[config.mk]
export PLATFORM = sky130hd
export DESIGN_NAME = dot_matrix_scanner
export DESIGN_NICKNAME = d
export VERILOG_FILES = /design/src/rtl/dot_matrix_pkg.sv /design/src/rtl/col_rotate16.sv /design/src/rtl/dot_matrix_scanner.sv
export SDC_FILE = /design/constraint.sdc
export NUM_CORES = 1
export LEC_CHECK = 0
export ABC_AREA = 1
export CORE_UTILIZATION = 50
export CTS_BUF_LIST = sky130_fd_sc_hd__clkbuf_8
export DETAILED_ROUTE_END_ITERATION = 8
export GPL_TIMING_DRIVEN = 0
export PLACE_DENSITY = 0.75
export SLEW_MARGIN = 20
export SYNTH_ARGS = -nofsm -noshare
export SYNTH_HDL_FRONTEND = slang
export SYNTH_HIERARCHICAL = 1
export SYNTH_SLANG_ARGS = --single-unit
[constraint.sdc]
create_clock -name clk -period 1.4 [get_ports clk]
set_input_delay 0.28 -clock clk [delete_from_list [all_inputs] [get_ports clk]]
set_output_delay 0.28 -clock clk [all_outputs]
set_load 0.005 [all_outputs]
[src/rtl/dot_matrix_pkg.sv]
// Shared constants and scan state encoding for the 16x16 LED dot matrix.
package dot_matrix_pkg;

   localparam int MATRIX_ROWS = 16;
   localparam int MATRIX_COLS = 16;
   localparam int ROW_IDX_W   = 4;

   typedef enum logic [1:0] {
      IDLE,
      BLANK,
      SHOW
   } scan_state_t;

endpackage

[src/rtl/col_rotate16.sv]
// Combinational 16-bit barrel rotate, left (dir=0) or right (dir=1).
module col_rotate16
   import dot_matrix_pkg::*;
(
   input  logic [MATRIX_COLS-1:0] data_i,
   input  logic [3:0]             amount_i,
   input  logic                   dir_i,
   output logic [MATRIX_COLS-1:0] data_o
);

   logic [2*MATRIX_COLS-1:0] dbl_w;
   logic [2*MATRIX_COLS-1:0] shl_w;
   logic [2*MATRIX_COLS-1:0] shr_w;

   // Shifting a doubled word turns a rotate into a plain shift.
   assign dbl_w  = {data_i, data_i};
   assign shl_w  = dbl_w << amount_i;
   assign shr_w  = dbl_w >> amount_i;
   assign data_o = dir_i ? shr_w[MATRIX_COLS-1:0]
                         : shl_w[2*MATRIX_COLS-1:MATRIX_COLS];

endmodule

[src/rtl/dot_matrix_scanner.sv]
// Row scanner for the 16x16 LED matrix: blank/show timing, frame
// counting and horizontal scroll by rotating each latched column word.
module dot_matrix_scanner
   import dot_matrix_pkg::*;
#(
   parameter int DWELL_CYCLES = 50000,
   parameter int BLANK_CYCLES = 16,
   parameter int STEP_FRAMES  = 32,
   parameter int ROW_ACT_LOW  = 0
) (
   input  logic                   clk,
   input  logic                   rst,
   input  logic                   en,
   input  logic                   scroll_en,
   input  logic                   scroll_dir,
   output logic [ROW_IDX_W-1:0]   row_bin,
   input  logic [MATRIX_COLS-1:0] col_in,
   output logic [MATRIX_ROWS-1:0] row,
   output logic [MATRIX_COLS-1:0] col_out,
   output logic                   frame_done
);

   localparam int CNT_MAX = (DWELL_CYCLES > BLANK_CYCLES) ? DWELL_CYCLES
                                                          : BLANK_CYCLES;
   localparam int CNT_W   = (CNT_MAX > 1) ? $clog2(CNT_MAX) : 1;
   localparam int FC_W    = (STEP_FRAMES > 1) ? $clog2(STEP_FRAMES) : 1;

   localparam logic [CNT_W-1:0] BLANK_LAST = CNT_W'(BLANK_CYCLES - 1);
   localparam logic [CNT_W-1:0] DWELL_LAST = CNT_W'(DWELL_CYCLES - 1);
   localparam logic [FC_W-1:0]  STEP_LAST  = FC_W'(STEP_FRAMES - 1);
   localparam logic [ROW_IDX_W-1:0] LAST_ROW = ROW_IDX_W'(MATRIX_ROWS - 1);

   localparam logic [MATRIX_ROWS-1:0] ROW_OFF =
      (ROW_ACT_LOW != 0) ? {MATRIX_ROWS{1'b1}} : {MATRIX_ROWS{1'b0}};

   scan_state_t            state_q, state_d;
   logic [CNT_W-1:0]       cnt_q, cnt_d;
   logic [ROW_IDX_W-1:0]   row_bin_q, row_bin_d;
   logic [MATRIX_ROWS-1:0] row_q, row_d;
   logic [MATRIX_COLS-1:0] col_q, col_d;
   logic                   fd_q, fd_d;
   logic [3:0]             offset_q, offset_d;
   logic [FC_W-1:0]        fcnt_q, fcnt_d;

   logic [MATRIX_ROWS-1:0] row_on_w;
   logic [MATRIX_COLS-1:0] rot_w;

   assign row_on_w = ROW_OFF ^ (MATRIX_ROWS'(1) << row_bin_q);

   col_rotate16 u_rot (
      .data_i   (col_in),
      .amount_i (offset_q),
      .dir_i    (scroll_dir),
      .data_o   (rot_w)
   );

   always_comb begin
      state_d   = state_q;
      cnt_d     = cnt_q + 1'b1;
      row_bin_d = row_bin_q;
      row_d     = row_q;
      col_d     = col_q;
      fd_d      = 1'b0;
      offset_d  = offset_q;
      fcnt_d    = fcnt_q;
      if (!en) begin
         state_d   = IDLE;
         cnt_d     = '0;
         row_bin_d = '0;
         row_d     = ROW_OFF;
         col_d     = '0;
      end else begin
         unique case (state_q)
            IDLE: begin
               state_d   = BLANK;
               cnt_d     = '0;
               row_bin_d = '0;
               row_d     = ROW_OFF;
               col_d     = '0;
            end
            BLANK: begin
               if (cnt_q == BLANK_LAST) begin
                  state_d = SHOW;
                  cnt_d   = '0;
                  row_d   = row_on_w;
                  col_d   = rot_w;
               end
            end
            SHOW: begin
               if (cnt_q == DWELL_LAST) begin
                  state_d   = BLANK;
                  cnt_d     = '0;
                  row_bin_d = row_bin_q + 1'b1;
                  row_d     = ROW_OFF;
                  col_d     = '0;
                  if (row_bin_q == LAST_ROW) begin
                     fd_d = 1'b1;
                     if (fcnt_q == STEP_LAST) begin
                        fcnt_d = '0;
                        if (scroll_en) begin
                           offset_d = scroll_dir ? offset_q - 4'd1
                                                 : offset_q + 4'd1;
                        end
                     end else begin
                        fcnt_d = fcnt_q + 1'b1;
                     end
                  end
               end
            end
            default: begin
               state_d = IDLE;
               cnt_d   = '0;
            end
         endcase
      end
   end

   always_ff @(posedge clk) begin
      if (rst) begin
         state_q   <= IDLE;
         cnt_q     <= '0;
         row_bin_q <= '0;
         row_q     <= ROW_OFF;
         col_q     <= '0;
         fd_q      <= 1'b0;
         offset_q  <= '0;
         fcnt_q    <= '0;
      end else begin
         state_q   <= state_d;
         cnt_q     <= cnt_d;
         row_bin_q <= row_bin_d;
         row_q     <= row_d;
         col_q     <= col_d;
         fd_q      <= fd_d;
         offset_q  <= offset_d;
         fcnt_q    <= fcnt_d;
      end
   end

   assign row_bin    = row_bin_q;
   assign row        = row_q;
   assign col_out    = col_q;
   assign frame_done = fd_q;

endmodule

==> impl_metrics.yaml <==
finish:
  multi_input_area_mm2: 0.00414
  ff_latch_area_mm2: 0.00136
  instances_no_fill: 1067
  final_util: 0.782
  syn2layout_area_growth_pct: 52.5
  n_antenna_cell: 0
  nNetsFinal: 966
  fill_cells: 692
  drive_gt1_frac: 0.392
synth:
  synth_mux_area_frac: 0
  ys_seq_area_frac: 0.257
  netlist-cell-type-count: 28
  synth_top_area_cell: "dfxtp_1"
  synth_nets: 859
  synth_top_family_by_area: "simple AND/OR/NAND/NOR gates"
  avgSynthCellArea_um2: 6.07
  netlist_instances: 822
  synth_seq_cells: 64
  yosys.area_share.simple: 0.528
  yosysTopAreaCellShare: 0.257
  synth-xor-area-share: 0.0176
  synth.yosys.warnings: 6
  synth_compound_area_frac: 0.0341
  synthTopCellsByArea: "dfxtp_1 (26%), nand3_1 (25%), nand2_1 (12%)"
  syn_area_mm2: 0.00499
  synthAdderAreaFrac: 0.0416
setup_path:
  worst-path-max-fanout: 8
  arrival_ps: 1960
  r2r_slack_ps: -340
  worstPathRequired_ps: 1620
  endpoint: "col_out[8]"
  worstSetupStartpointType: "flop"
  endpoint_kind: "flop"
  reg2regPathDepth: 13
  critPathKind: "flop to flop"
  critPathLaunch: "offset_q[0]"
  r2r-start: "offset_q[0]"
  r2r_end: "col_out[8]"
clock_tree:
  cts_tree: "yes"
  htreeDepth: 3
  cts-root-buf: "clkbuf_8"
  cts.sinks: 64
  ctsHoldBuffers: 0
  clock_latency_ps: 350
  cts_buffers: 9
  cts.clk_slew.worst_paths_ps: 80
  clk_path_buf_depth: 2
timing:
  tightest_slew_ps: 507
  period_minus_slack_ps: 1740
  maxSlewViolCount: 0
  fmax_mhz: 576
  timing.final.hold_violations: 0
  fin_crit_sh: 1.24
  finalSetupViolCount: 61
  layout_setup_ws_ps: -335
  finClkSkew_ps: 13.3
  grt_setup_unrepaired: "yes"
  slew_headroom: 0.662
global_routing:
  grt_pass1_wl_mm: 27.2
  top_usage_layer: "met2"
  use_met1: 0.411
  grt_use_met3: 0.0896
  track_usage: 0.330
  met2_usage: 0.547
  grt_max_degree: 13
  antenna_found_initial: 0
  gr-total-overflow: 0
  first_global_vias: 5834
floorplan:
  die_h_um: 102
  fp.coreArea_mm2: 0.00973
  start_util: 0.513
  fp.dieW_um: 102
  row_count: 36
  die_area_mm2: 0.0104
  ioPinCount: 58
detailed_routing:
  drt-wirelength-per-cell_um: 16.7
  wirelength_mm: 17.8
  ant_nets: 0
  viasPerCell: 5.86
  post-route-drc-count: 0
  drt_iter0_drc: 582
  vias: 6251
  drtPass1Iterations: 7
placement:
  numPortBuffers: 57
  dp.cells: 1012
  place.gp.congestion: 1.01
  pre_cts_slack_ps: -880
  dpl.hpwl_mm: 11.2
hold_path:
  hold_path.class: "input pin to flop"
job:
  drv_cap: 0
status:
  status: "finished with violations"
  violations: "setup timing"
power_and_ir_drop:
  powerDensity_mw_per_mm2: 597
  vdd_drop_max_v: 0.000506
  p_leak_nw: 3.55
## area by class of cell
type,count,share of cell area
clock inverters,6,0.0151
multi-input cells,621,0.545
clock buffers,10,0.0181
inverters,93,0.0489
flip-flops and latches,64,0.179
repair buffers,95,0.119
plain buffers,45,0.0532
well taps,133,0.0219
## layer usage
layer,vias up,share of wire
met5,-,0
met4,0,0.034
met3,74,0.10
met2,375,0.47
met1,2857,0.39
li1,2945,-
## kinds of logic (layout without fill, tap and decap cells)
family	Yosys count	after routing
XOR/XNOR	10	10
adder cells (fa/ha/maj)	16	16
AO/OA/AOI/OAI	34	34
buffers and inverters	138	249
AND/OR/NAND/NOR	560	561
flip-flops	64	64
## cells in the final DEF, fill, tap and decap left out, types with 16 or more instances in the layout
master / count
dfxtp_2: 41
nand3_2: 101
dlygate4sd2_1: 37
a21oi_1: 22
nor2_2: 21
buf_4: 33
nand2_2: 17
nand4_1: 37
nand3_1: 137
inv_1: 78
clkdlybuf4s50_1: 19
nand2_1: 125
dfxtp_1: 16
nor2_1: 66
nand2_4: 24
buf_6: 23
## timing repair
action | CTS | global route
setup endpoints to repair | 100 | 65
gates resized for setup | 263 | 125
buffers inserted | 20 | 11
cloned | 7 | 1
pin swaps | 37 | 42
## registers in the layout, summed over array words and instances (netlist names)
register / flops
cnt_q: 16
offset_q: 4
row: 16
col_out: 16
fcnt_q: 5
frame_done: 1
state_q: 2
row_bin: 4
## how the worst min path moves through the flow
| stage | slack (ps) | cells after the start | endpoint | start |
|---|---|---|---|---|
| 6_report | 450 | 3 | fcnt_q[2] | en |
| 5_1_grt | 450 | 3 | fcnt_q[2] | en |
| 4_1_cts | 410 | 3 | fcnt_q[2] | en |
| 3_5_place_dp | 430 | 1 | cnt_q[0] | cnt_q[0] |
| 3_3_place_gp | 430 | 1 | cnt_q[0] | cnt_q[0] |
| 2_1_floorplan | 350 | 1 | fcnt_q[2] | rst |
## power by group
group          leakage, nW  switching (mW)  internal, mW
Sequential           0.543         0.00858          1.82
Combinational         2.88           0.405         0.268
Clock                0.123           0.793          1.24
## critical path: stages (launching register included)
cell and delay (ps):
dfxtp_2 350, buf_12 150, clkinv_8 90, buf_12 150, nand2_4 90, nand3_2 90
nand3_1 130, nand3_1 90, nand3_2 110, nand2_1 60, inv_1 60, nor2_1 40
nand4_1 110, a21oi_1 70
## metrics by stage
step	hold WS (ps)	TNS [ps]	area (µm²)	power (mW)
floorplan	349	-1130	5110	2.22
global placement	429	-31110	5850	2.39
detailed placement	435	-32540	5850	2.40
CTS	411	-8070	7060	4.47
global route	448	-15030	7600	4.66
finish	446	-9580	7600	4.54
## synth_stat cells
cell      instances
a21oi_1          27
buf_1             1
buf_12            1
buf_2            24
buf_4             2
buf_6             4
clkbuf_1         13
clkinv_1          1
dfxtp_1          64
fa_1              1
ha_1             15
inv_1            89
inv_2             2
inv_8             1
nand2_1         155
nand2_2           4
nand2_4          10
nand3_1         245
nand3_2           1
nand3_4           1
nand4_1          37
nor2_1           95
nor2_2            6
nor3_1            5
nor3b_1           1
o21ai_0           7
xnor2_1           1
xor2_1            9
(Power assumes the default switching activity.)
